$ cat src/rtl/hello_letter_scheduler.sv
// hello_letter_scheduler
// Two-way round-robin arbiter and letter sequencer for a synchronous-read
// letter memory. The winning requester's message (base, len) is walked one
// letter at a time; each letter is offered on a valid/ready output.
//
// Handshake: a letter transfers on any rising edge where valid and ready are
// both high. Once valid is raised, letter and valid are held unchanged until
// that transfer happens. The consumer may drive ready freely.
//
// All outputs come straight from flops. The next value of every flop is
// computed in one always_comb block (<sig>_d) and registered in one
// always_ff block (<sig>_q).

module hello_letter_scheduler #(
  parameter int ADDR_W = 8,
  parameter int LEN_W  = 8
) (
  input  logic              CLK,
  input  logic              RST,
  input  logic              req0,
  input  logic              req1,
  input  logic [ADDR_W-1:0] base0,
  input  logic [ADDR_W-1:0] base1,
  input  logic [LEN_W-1:0]  len0,
  input  logic [LEN_W-1:0]  len1,
  output logic              gnt0,
  output logic              gnt1,
  output logic              mem_en,
  output logic [ADDR_W-1:0] mem_addr,
  input  logic [7:0]        mem_data,
  output logic [7:0]        letter,
  output logic              valid,
  input  logic              ready,
  output logic              busy,
  output logic              done,
  output logic              done_id,
  output logic [2:0]        dbg_state
);

  typedef enum logic [2:0] {
    S_IDLE = 3'd0,
    S_READ = 3'd1,
    S_LOAD = 3'd2,
    S_SEND = 3'd3,
    S_DONE = 3'd4
  } state_t;

  // Sequencer state
  state_t              state_q,    state_d;
  logic                last_q,     last_d;     // requester granted most recently
  logic                owner_q,    owner_d;    // requester owning the message
  logic [ADDR_W-1:0]   ptr_q,      ptr_d;      // address of the next letter
  logic [LEN_W-1:0]    len_q,      len_d;      // latched message length
  logic [LEN_W-1:0]    count_q,    count_d;    // letters handed over so far

  // Registered outputs
  logic                gnt0_q,     gnt0_d;
  logic                gnt1_q,     gnt1_d;
  logic                mem_en_q,   mem_en_d;
  logic [ADDR_W-1:0]   mem_addr_q, mem_addr_d;
  logic [7:0]          letter_q,   letter_d;
  logic                valid_q,    valid_d;
  logic                busy_q,     busy_d;
  logic                done_q,     done_d;
  logic                done_id_q,  done_id_d;

  // Arbitration: a lone requester wins; with both asking, the one not
  // granted last time wins.
  logic                win;
  logic [ADDR_W-1:0]   win_base;
  logic [LEN_W-1:0]    win_len;
  logic [ADDR_W-1:0]   ptr_inc;
  logic [LEN_W-1:0]    count_inc;

  assign win       = (req0 && req1) ? ~last_q : req1;
  assign win_base  = win ? base1 : base0;
  assign win_len   = win ? len1  : len0;
  assign ptr_inc   = ptr_q + ADDR_W'(1);
  assign count_inc = count_q + LEN_W'(1);

  // Next-state and next-output logic for the whole sequencer
  always_comb begin
    state_d    = state_q;
    last_d     = last_q;
    owner_d    = owner_q;
    ptr_d      = ptr_q;
    len_d      = len_q;
    count_d    = count_q;
    gnt0_d     = 1'b0;
    gnt1_d     = 1'b0;
    mem_en_d   = 1'b0;
    mem_addr_d = mem_addr_q;
    letter_d   = letter_q;
    valid_d    = valid_q;
    busy_d     = busy_q;
    done_d     = 1'b0;
    done_id_d  = done_id_q;

    case (state_q)
      S_IDLE: begin
        if (req0 || req1) begin
          owner_d = win;
          last_d  = win;
          ptr_d   = win_base;
          len_d   = win_len;
          count_d = '0;
          gnt0_d  = ~win;
          gnt1_d  = win;
          busy_d  = 1'b1;
          if (win_len != '0) begin
            // The first read is issued together with the grant.
            state_d    = S_READ;
            mem_en_d   = 1'b1;
            mem_addr_d = win_base;
          end else begin
            state_d = S_DONE;
          end
        end
      end

      S_READ: begin
        // Memory samples mem_en/mem_addr on this edge; data arrives in LOAD.
        state_d = S_LOAD;
      end

      S_LOAD: begin
        if (mem_data == 8'h00) begin
          // Terminator ends the message early and is never emitted.
          state_d   = S_DONE;
          done_d    = 1'b1;
          done_id_d = owner_q;
        end else begin
          letter_d = mem_data;
          valid_d  = 1'b1;
          state_d  = S_SEND;
        end
      end

      S_SEND: begin
        if (ready) begin
          valid_d = 1'b0;
          ptr_d   = ptr_inc;
          count_d = count_inc;
          if (count_inc == len_q) begin
            state_d   = S_DONE;
            done_d    = 1'b1;
            done_id_d = owner_q;
          end else begin
            state_d    = S_READ;
            mem_en_d   = 1'b1;
            mem_addr_d = ptr_inc;
          end
        end
      end

      S_DONE: begin
        if (done_q) begin
          // done has been shown for its one cycle; release the block.
          busy_d  = 1'b0;
          state_d = S_IDLE;
        end else begin
          // Entered straight from a zero-length grant: show done next cycle.
          done_d    = 1'b1;
          done_id_d = owner_q;
        end
      end

      default: begin
        state_d = S_IDLE;
        valid_d = 1'b0;
        busy_d  = 1'b0;
      end
    endcase
  end

  // State and output registers; reset takes effect immediately
  always_ff @(posedge CLK or posedge RST) begin
    if (RST) begin
      state_q    <= S_IDLE;
      last_q     <= 1'b1;
      owner_q    <= 1'b0;
      ptr_q      <= '0;
      len_q      <= '0;
      count_q    <= '0;
      gnt0_q     <= 1'b0;
      gnt1_q     <= 1'b0;
      mem_en_q   <= 1'b0;
      mem_addr_q <= '0;
      letter_q   <= 8'h00;
      valid_q    <= 1'b0;
      busy_q     <= 1'b0;
      done_q     <= 1'b0;
      done_id_q  <= 1'b0;
    end else begin
      state_q    <= state_d;
      last_q     <= last_d;
      owner_q    <= owner_d;
      ptr_q      <= ptr_d;
      len_q      <= len_d;
      count_q    <= count_d;
      gnt0_q     <= gnt0_d;
      gnt1_q     <= gnt1_d;
      mem_en_q   <= mem_en_d;
      mem_addr_q <= mem_addr_d;
      letter_q   <= letter_d;
      valid_q    <= valid_d;
      busy_q     <= busy_d;
      done_q     <= done_d;
      done_id_q  <= done_id_d;
    end
  end

  assign gnt0      = gnt0_q;
  assign gnt1      = gnt1_q;
  assign mem_en    = mem_en_q;
  assign mem_addr  = mem_addr_q;
  assign letter    = letter_q;
  assign valid     = valid_q;
  assign busy      = busy_q;
  assign done      = done_q;
  assign done_id   = done_id_q;
  assign dbg_state = state_q;

endmodule

$ cat config.mk
export PLATFORM = sky130hd
export DESIGN_NAME = hello_letter_scheduler
export DESIGN_NICKNAME = d
export VERILOG_FILES = /design/src/rtl/hello_letter_scheduler.sv
export SDC_FILE = /design/constraint.sdc
export NUM_CORES = 1
export LEC_CHECK = 0
export ABC_AREA = 1
export CORE_MARGIN = 2
export CORE_UTILIZATION = 57
export DETAILED_ROUTE_END_ITERATION = 10
export DONT_BUFFER_PORTS = 1
export PLACE_DENSITY = 0.75
export SYNTH_ARGS = -nofsm -noshare
export SYNTH_HDL_FRONTEND = slang
export SYNTH_SLANG_ARGS = --single-unit
$ cat constraint.sdc
create_clock -name CLK -period 3 [get_ports CLK]
set_input_delay 0.75 -clock CLK [delete_from_list [all_inputs] [get_ports CLK]]
set_output_delay 0.75 -clock CLK [all_outputs]
set_load 0.02 [all_outputs]
# Word-level counts from Yosys, hierarchy flattened
# Index checks and enable logic that the tools add are counted.
[word_totals] regBits=52 in_bits=45 output_inout_bits=26 wordCells=99
[op_classes] n_addsub=2 eq_ne=14 muxes=46 bitwise_logic=5 reduce_logical=17
[ops] op="$mux 8" count=10
[ops] op="$pmux 8 s2" count=3
[ops] op="$mux 1" count=21
[ops] op="$mux 3" count=6
[ops] op="$ne 2x2->1 const B" count=9
[ops] op="$add 8x1->8 const B" count=2
[ops] op="$pmux 3 s5" count=1
[ops] op="$pmux 1 s3" count=4
[ops] op="$reduce_and 3->1" count=4
[ops] op="$reduce_and 5->1" count=2
[ops] op="$eq 8x8->1" count=1
[ops] op="$logic_not 8->1" count=1
[ops] op="$reduce_bool 8->1" count=1
[ops] op="$eq 3x2->1 const B" count=2
[ops] op="$reduce_or 3->1" count=2
[ops] op="$not 1->1" count=5
[ops] op="$reduce_and 2->1" count=2
[ops] op="$eq 3x1->1 const B" count=1
[ops] op="$eq 3x3->1 const B" count=1
[ops] op="$logic_not 3->1" count=1
[ops] op="$reduce_bool 3->1" count=1
[ops] op="$pmux 1 s2" count=1
[ops] op="$reduce_bool 2->1" count=1
[ops] op="$logic_and 1x1->1" count=1
[ops] op="$logic_or 1x1->1" count=1

# Logic depth before layout (Yosys ltp)
# Gate-level depths: netlist of run 1.
[logic_depth] word_depth=7 depth_mapped=14 depth_no_buf=14

# Worst setup path after synthesis of run 1
# No wires, ideal clock.
[synth_path] path_type="input -> register" start="input req0" end="register mem_addr_q[4], in the netlist mem_addr[4]" setup_ns=0.117 arrival_ns=1.864 required_time_ns=2.883 setup_slack_ns=1.019 path_stages=12 n_path_buf=1 cell_sequence="nand2_1 nand2_2 buf_6 or2_1 o21ai_0 nand2_1 nor3_2 nand2_2 nand2_4 nand2_4 nand2_1 nand2_1"
[synth_between] elab_chain_len=6 word_cells_on_any_way=12 classes_between="eq/ne (2); mux (6); reduce/logical (4)"
[synth_rtl] element="from (decl)" line_no="20" rtl="input logic req0,"
[synth_rtl] element="$logic_and 1x1->1" line_no="75" rtl="assign win = (req0 && req1) ? ~last_q : req1;"
[synth_rtl] element="$mux 1" line_no="75"
[synth_rtl] element="$mux 8, on equally long branches" line_no="77, 76"
[synth_rtl] element="$reduce_bool 8->1 or $mux 8 (tied branches)" line_no="110" rtl="if (win_len != '0) begin"
[synth_rtl] element="$ne 2x2->1 (no source line) or $mux 8 (tied branches)"
[synth_rtl] element="$reduce_and 5->1 (no source line) or $pmux 8 s2 (tied branches)"
[synth_rtl] element="to (signal assigned)" line_no="204" rtl="mem_addr_q <= mem_addr_d;"
[synth_rtl] element="to (decl)" line_no="60" rtl="logic [ADDR_W-1:0] mem_addr_q, mem_addr_d;"
# Parallel ways exist; a longest one is shown, timed or not. The select of a mux whose other input is x is not followed.
# A chain may end at the register's enable or synchronous reset.

# Worst setup path after layout of run 1
[layout_path] start="register state_q[2], in the netlist dbg_state[2]" end="register ptr_q[6]"
[layout_between] elab_chain_len=3 word_cells_on_any_way=7 classes_between="eq/ne (3); mux (1); reduce/logical (3)"
[layout_rtl] element="from (decl)" line_no="49" rtl="state_t state_q, state_d;"
[layout_rtl] element="from (signal assigned)" line_no="195" rtl="state_q <= state_d;"
[layout_rtl] element="$eq 3x2->1 or $logic_not 3->1 (tied branches)" line_no="99" rtl="case (state_q)"
[layout_rtl] element="$ne 2x2->1 (no source line) or $reduce_bool 2->1 (tied branches)"
[layout_rtl] element="$reduce_and 3->1 (no source line)"
[layout_rtl] element="to (signal assigned)" line_no="198" rtl="ptr_q <= ptr_d;"
[layout_rtl] element="to (decl)" line_no="52" rtl="logic [ADDR_W-1:0] ptr_q, ptr_d;"
# Parallel ways exist; a longest one is shown, timed or not.

==> metrics.cfg, run 1 <==
[run_status]
outcome=complete, no violations

[placed_design]
dp.cells=428
dp_worst_setup_slack_ns=0.449
hpwlAfterDp_um=4860
io_buffers=0
gp_congestion=0.793
place_area_um2=2950

[synthesis]
synth_area_leaders=dfrtp_1, nand2_1, nand3_1, o21ai_0, inv_1
synth.distinct_cells=38
syn_avg_cell_area_um2=7.89
yosysSeqAreaShare_pct=44.9
syn_inst=368
synth_top_area_share_pct=44.0
ys_warn_count=0
yosys.area.top_type=dfrtp_1
synth_flop_cell=dfrtp_1
netlist_area_um2=2900
ys_ff_latch=52
async_flop_share_pct=100
synth_nets=415
synth_edf_count=0

[routing]
firstDrtPassIters=4
wl_um=6300
vias=2373
vias_per_cell=5.44
drt-wirelength-per-cell_um=14.5
dr.first_iter.drc_count=167
route.detailed.drc=0
ant_nets=0

[timing]
fin_crit_ns=2.33
finalHoldViolations=0
tightest_slew_ns=0.572
period_share_pct=77.6
rsz0062_at_grt=false
setup_tns_ns=0
worst_slack_ns=0.673
setup_viol=0
drv_slew=0
max_slew_margin_pct=61.8
finalClockSkew_ns=0.00985
clock.fmax_mhz=430

[critical_path]
crit_arrival_ns=2.53
rr_worst_depth=9
critPathCaptureType=flop
crit_path_start_kind=flop
cp.required_ns=3.21
crit_fanout=22
path_class=flop to flop

[power]
p_leak_nw=1.44
p_comb_share_pct=43.5
p_total_mw=3.31
power_switching_mw=1.58
clkPwrFrac_pct=12.1
p_seq_share_pct=44.4
p_int_mw=1.73
p_per_area_nw_per_um2=1090
ir_drop_mv=0.771
swShare_pct=47.7

[clocking]
cts-hold-fix-buffers=0
path_clk_slew_ns=0.09
htreeDepth=2
clock-sinks=52
clockRootBuffer=clkbuf_8
cts_tree=yes
ctsResizeCount=0
post_cts_buffers=0
clock_path_buffers=2
numCtsBuffers=5
clock_latency_ns=0.32

[die]
io_pins=71
die_h_um=75.4
row_count=25
die-area_um2=5680
die_x_um=75.4
core_um2=4820
initial_core_util_pct=60.3

[grt]
overflow=0
grt_usage_pct=23.4
grt_pass1_vias=2171
grt_pass1_wl_um=10000
antenna_found_initial=0
grt_max_degree=23

[layout]
fin_area_um2=3040
layout_commonest_cell=nand2_1
n_antenna_cell=0
final_cell_mix=nand2_1, dfrtp_1, nand3_1
nets=415
stdcell_count=436
fillCellCount=432
drive_gt1_share_pct=13.6
area_growth_syn_to_layout_pct=4.57

[worst_hold_path]
min_path_type=primary input to asynchronous set/reset pin

[flow_run]
drv_cap=0

[power by group through the flow]
| stage | Sequential, mW | Combinational, mW | Clock (mW) |
|---|---|---|---|
| final | 1.47 | 1.44 | 0.400 |
| after global routing | 1.51 | 1.64 | 0.438 |
| after CTS | 1.47 | 1.44 | 0.414 |
| after detailed placement | 1.48 | 1.43 | 0 |
| after global placement | 1.48 | 1.39 | 0 |
| after floorplan | 1.41 | 1.24 | 0 |
[cell families (layout without fill, tap and decap cells)]
kind of cell,after synthesis,after routing,share of synthesized area [%]
AO/OA/AOI/OAI,51,51,9.91
flip-flops,52,52,44.9
XOR/XNOR,2,2,0.604
AND/OR/NAND/NOR,202,202,32.6
multiplexers,10,10,4.01
buffers and inverters,49,50,7.15
adder cells (fa/ha/maj),2,2,0.862
[final cells by class]
type / instances / area, µm² / area share [%]
clock buffers: 6 / 72.6 / 2.39
clock inverters: 2 / 16.3 / 0.536
inverters: 40 / 153 / 5.03
multi-input cells: 267 / 1390 / 45.9
flip-flops and latches: 52 / 1300 / 42.9
well taps: 67 / 83.8 / 2.76
repair buffers: 2 / 15.0 / 0.495
[cell usage after synthesis, drive strengths merged (2+ instances only)]
cell type	count
nand2	115
mux2	10
nand3	39
a21oi	6
nor3	7
o21ai	33
nor2	29
buf	8
ha	2
a31oi	3
o22ai	7
inv	40
dfrtp	51
nand4	4
or2	6
[metal layers]
metal | GRT usage (%) | up-vias | routed length (µm)
met2 | 36.5 | 70 | 2960
met4 | 6.63 | 0 | 72
met1 | 32.6 | 1096 | 2810
li1 | - | 1200 | -
met3 | 6.22 | 7 | 456
met5 | 0 | - | 0
[path summary, 6_finish.rpt]
| check | start | to | slack [ns] |
|---|---|---|---|
| max | dbg_state[2]$_DFFE_PP0P_ | ptr_q[6]$_DFFE_PP0P_ | 0.67 |
| min | RST | letter[2]$_DFFE_PP0P_ | 0.28 |
| max reg2reg | dbg_state[2]$_DFFE_PP0P_ | ptr_q[6]$_DFFE_PP0P_ | 0.67 |
| min reg2reg | last_q$_DFFE_PP1P_ | last_q$_DFFE_PP1P_ | 0.47 |
| max in group asynchronous | RST | count_q[7]$_DFFE_PP0P_ | 2.10 |
| min in group CLK | last_q$_DFFE_PP1P_ | last_q$_DFFE_PP1P_ | 0.47 |
[worst max-delay path: stages (launching register included)]
cell	delay, ns
dfrtp_1	0.58
inv_2	0.11
nand2_4	0.12
nor2_8	0.08
inv_4	0.15
nor2_2	0.08
nor2_4	0.17
inv_2	0.07
a21oi_4	0.46
mux2_2	0.39
[flip-flops by register name, summed over array words and instances, names as in the netlist]
signal / count
count_q: 8
done: 1
ptr_q: 8
gnt1: 1
last_q: 1
mem_addr: 8
valid: 1
len_q: 8
done_id: 1
mem_en: 1
letter: 8
busy: 1
dbg_state: 3
owner_q: 1
gnt0: 1
[stage by stage]
step	hold slack, ns	utilization (%)
final	0.283	63.0
after global routing	0.312	63.0
after CTS	0.284	63.0
after detailed placement	0.458	61.2
after global placement	0.456	61.2
after floorplan	0.442	-
Note: power is estimated with default switching activity, not from simulation.
==> run 2, diff against run 1 <==
==> constraint.sdc (replaced) <==
create_clock -name CLK -period 2.3 [get_ports CLK]
set_input_delay 0.575 -clock CLK [delete_from_list [all_inputs] [get_ports CLK]]
set_output_delay 0.575 -clock CLK [all_outputs]
set_load 0.02 [all_outputs]
==> run 2 against run 1 <==
Combinational power up 35%. Critical path type unchanged. Via count up 0.84%. Die area unchanged. Flip-flop and latch count unchanged. Hold slack better by 0.040 ns. Non-clock buffer count up 5. Largest power group is now combinational cells. Critical endpoint is now mem_addr[2]$_DFFE_PP0P_. Clock skew up 0.0014 ns. Wire length down 1.1%. Design area up 0.87%. Maximum frequency up 14%. Critical path depth up 4. Clock power up 22%.
==> metrics.cfg, run 2 (synthesized netlist as in run 1, its figures left out) <==
[routing]
drt-wirelength-per-cell_um=14.2
ant_nets=0
vias=2393
routedLengthMet1_um=2830
vias_per_cell=5.44
firstDrtPassIters=5
route.detailed.drc=0
dr.max_layer_used=met4
wl_um=6230
dr.first_iter.drc_count=134
wl_met3_um=466
wl_met2_um=2860

[timing]
setup_tns_ns=0
finalHoldViolations=0
fin_crit_ns=2.05
setup_viol=0
clock.fmax_mhz=488
finalClockSkew_ns=0.0113
max_slew_margin_pct=56.7
tightest_slew_ns=0.649
rsz0062_at_grt=false
drv_slew=0
period_share_pct=89.1
worst_slack_ns=0.251
hold_slack_ns=0.323

[clocking]
cts_tree=yes
clock_path_buffers=2
ctsResizeCount=0
htreeDepth=2
clock_latency_ns=0.30
cts-hold-fix-buffers=0
post_cts_buffers=0
numCtsBuffers=5
clockRootBuffer=clkbuf_8
clock-sinks=52
path_clk_slew_ns=0.09

[die]
initial_core_util_pct=60.3
die_h_um=75.4
core_um2=4820
die-area_um2=5680
io_pins=71
row_count=25
die_x_um=75.4

[layout]
nets=420
fillCellCount=416
layout_commonest_cell=nand2_1
final_cell_mix=nand2_1, dfrtp_1, nand3_1
n_antenna_cell=0
area_growth_syn_to_layout_pct=5.47
drive_gt1_share_pct=14.5

[power]
p_leak_nw=1.46
p_per_area_nw_per_um2=1410
ir_drop_mv=0.746

[placed_design]
gp_congestion=0.847
io_buffers=0
dp_worst_setup_slack_ns=0.272
hpwlAfterDp_um=4810

[grt]
grt_pass1_vias=2310
grt_pass1_wl_um=10600
overflow=0
antenna_found_initial=0
grt_max_degree=53
grt_usage_pct=24.3

[run_status]
outcome=complete, no violations

[critical_path]
critPathCaptureType=flop
crit_arrival_ns=2.25
crit_fanout=9
path_class=flop to flop
crit_path_start_kind=flop
cp.required_ns=2.50

[flow_run]
drv_cap=0

[worst_hold_path]
min_path_type=primary input to asynchronous set/reset pin

run 2: cell types whose count changed in the layout (fill, tap and decap cells not counted):
cell,delta
buf_4,+5
clkinv_2,+1
clkinv_4,-1
clkinvlp_4,-1
run 2: routing by layer:
metal | up-vias | track usage [%]
li1 | 1210 | -
met1 | 1101 | 34.1
met2 | 73 | 37.7
met3 | 9 | 7.01
met4 | 0 | 5.85
met5 | - | 0
run 2: final timing paths:
kind | to | slack [ns] | cells after the start | startpoint
setup / recovery | mem_addr[2]$_DFFE_PP0P_ | 0.25 | 13 | count_q[0]$_DFFE_PP0P_
hold reg to reg | last_q$_DFFE_PP1P_ | 0.47 | 2 | last_q$_DFFE_PP1P_
min in group CLK | letter[4]$_DFFE_PP0P_ | 0.42 | 1 | mem_data[4]
hold / removal | letter[3]$_DFFE_PP0P_ | 0.32 | 2 | RST
setup reg to reg | mem_addr[2]$_DFFE_PP0P_ | 0.25 | 13 | count_q[0]$_DFFE_PP0P_
max in group asynchronous | len_q[0]$_DFFE_PP0P_ | 1.53 | 2 | RST
run 2: critical path, stage by stage, from the launching register on:
cell and delay, ns:
dfrtp_1 0.47, ha_1 0.27, nand2_1 0.15, inv_1 0.07, nand2_1 0.11, nand2_1 0.10, nand2_1 0.07, nand2_1 0.04
nor2_1 0.14, nand3_2 0.14, nand3_4 0.15, nand2_4 0.10, nand2_1 0.07, nand2_1 0.05
run 2: cell type report:
class | instances | area (µm²) | share of cell area (%)
multi-input cells | 267 | 1390 | 45.5
flip-flops and latches | 52 | 1300 | 42.5
inverters | 40 | 153 | 4.99
well taps | 67 | 83.8 | 2.74
clock buffers | 6 | 72.6 | 2.37
repair buffers | 7 | 52.6 | 1.72
clock inverters | 1 | 5.00 | 0.163
run 2: power breakdown:
part	internal (mW)	switching, mW	total [mW]
Sequential	1.34	0.549	1.89
Combinational	0.746	1.20	1.95
Clock	0.208	0.282	0.489
run 2: per-stage QoR:
stage	util, %	power, mW	area (µm²)	cells
6_report	63.6	4.33	3060	440
5_1_grt	63.6	4.73	3060	440
4_1_cts	63.6	4.34	3060	440
3_5_place_dp	61.9	3.85	2980	433
3_3_place_gp	61.9	3.80	2980	433
2_1_floorplan	-	3.45	2900	368
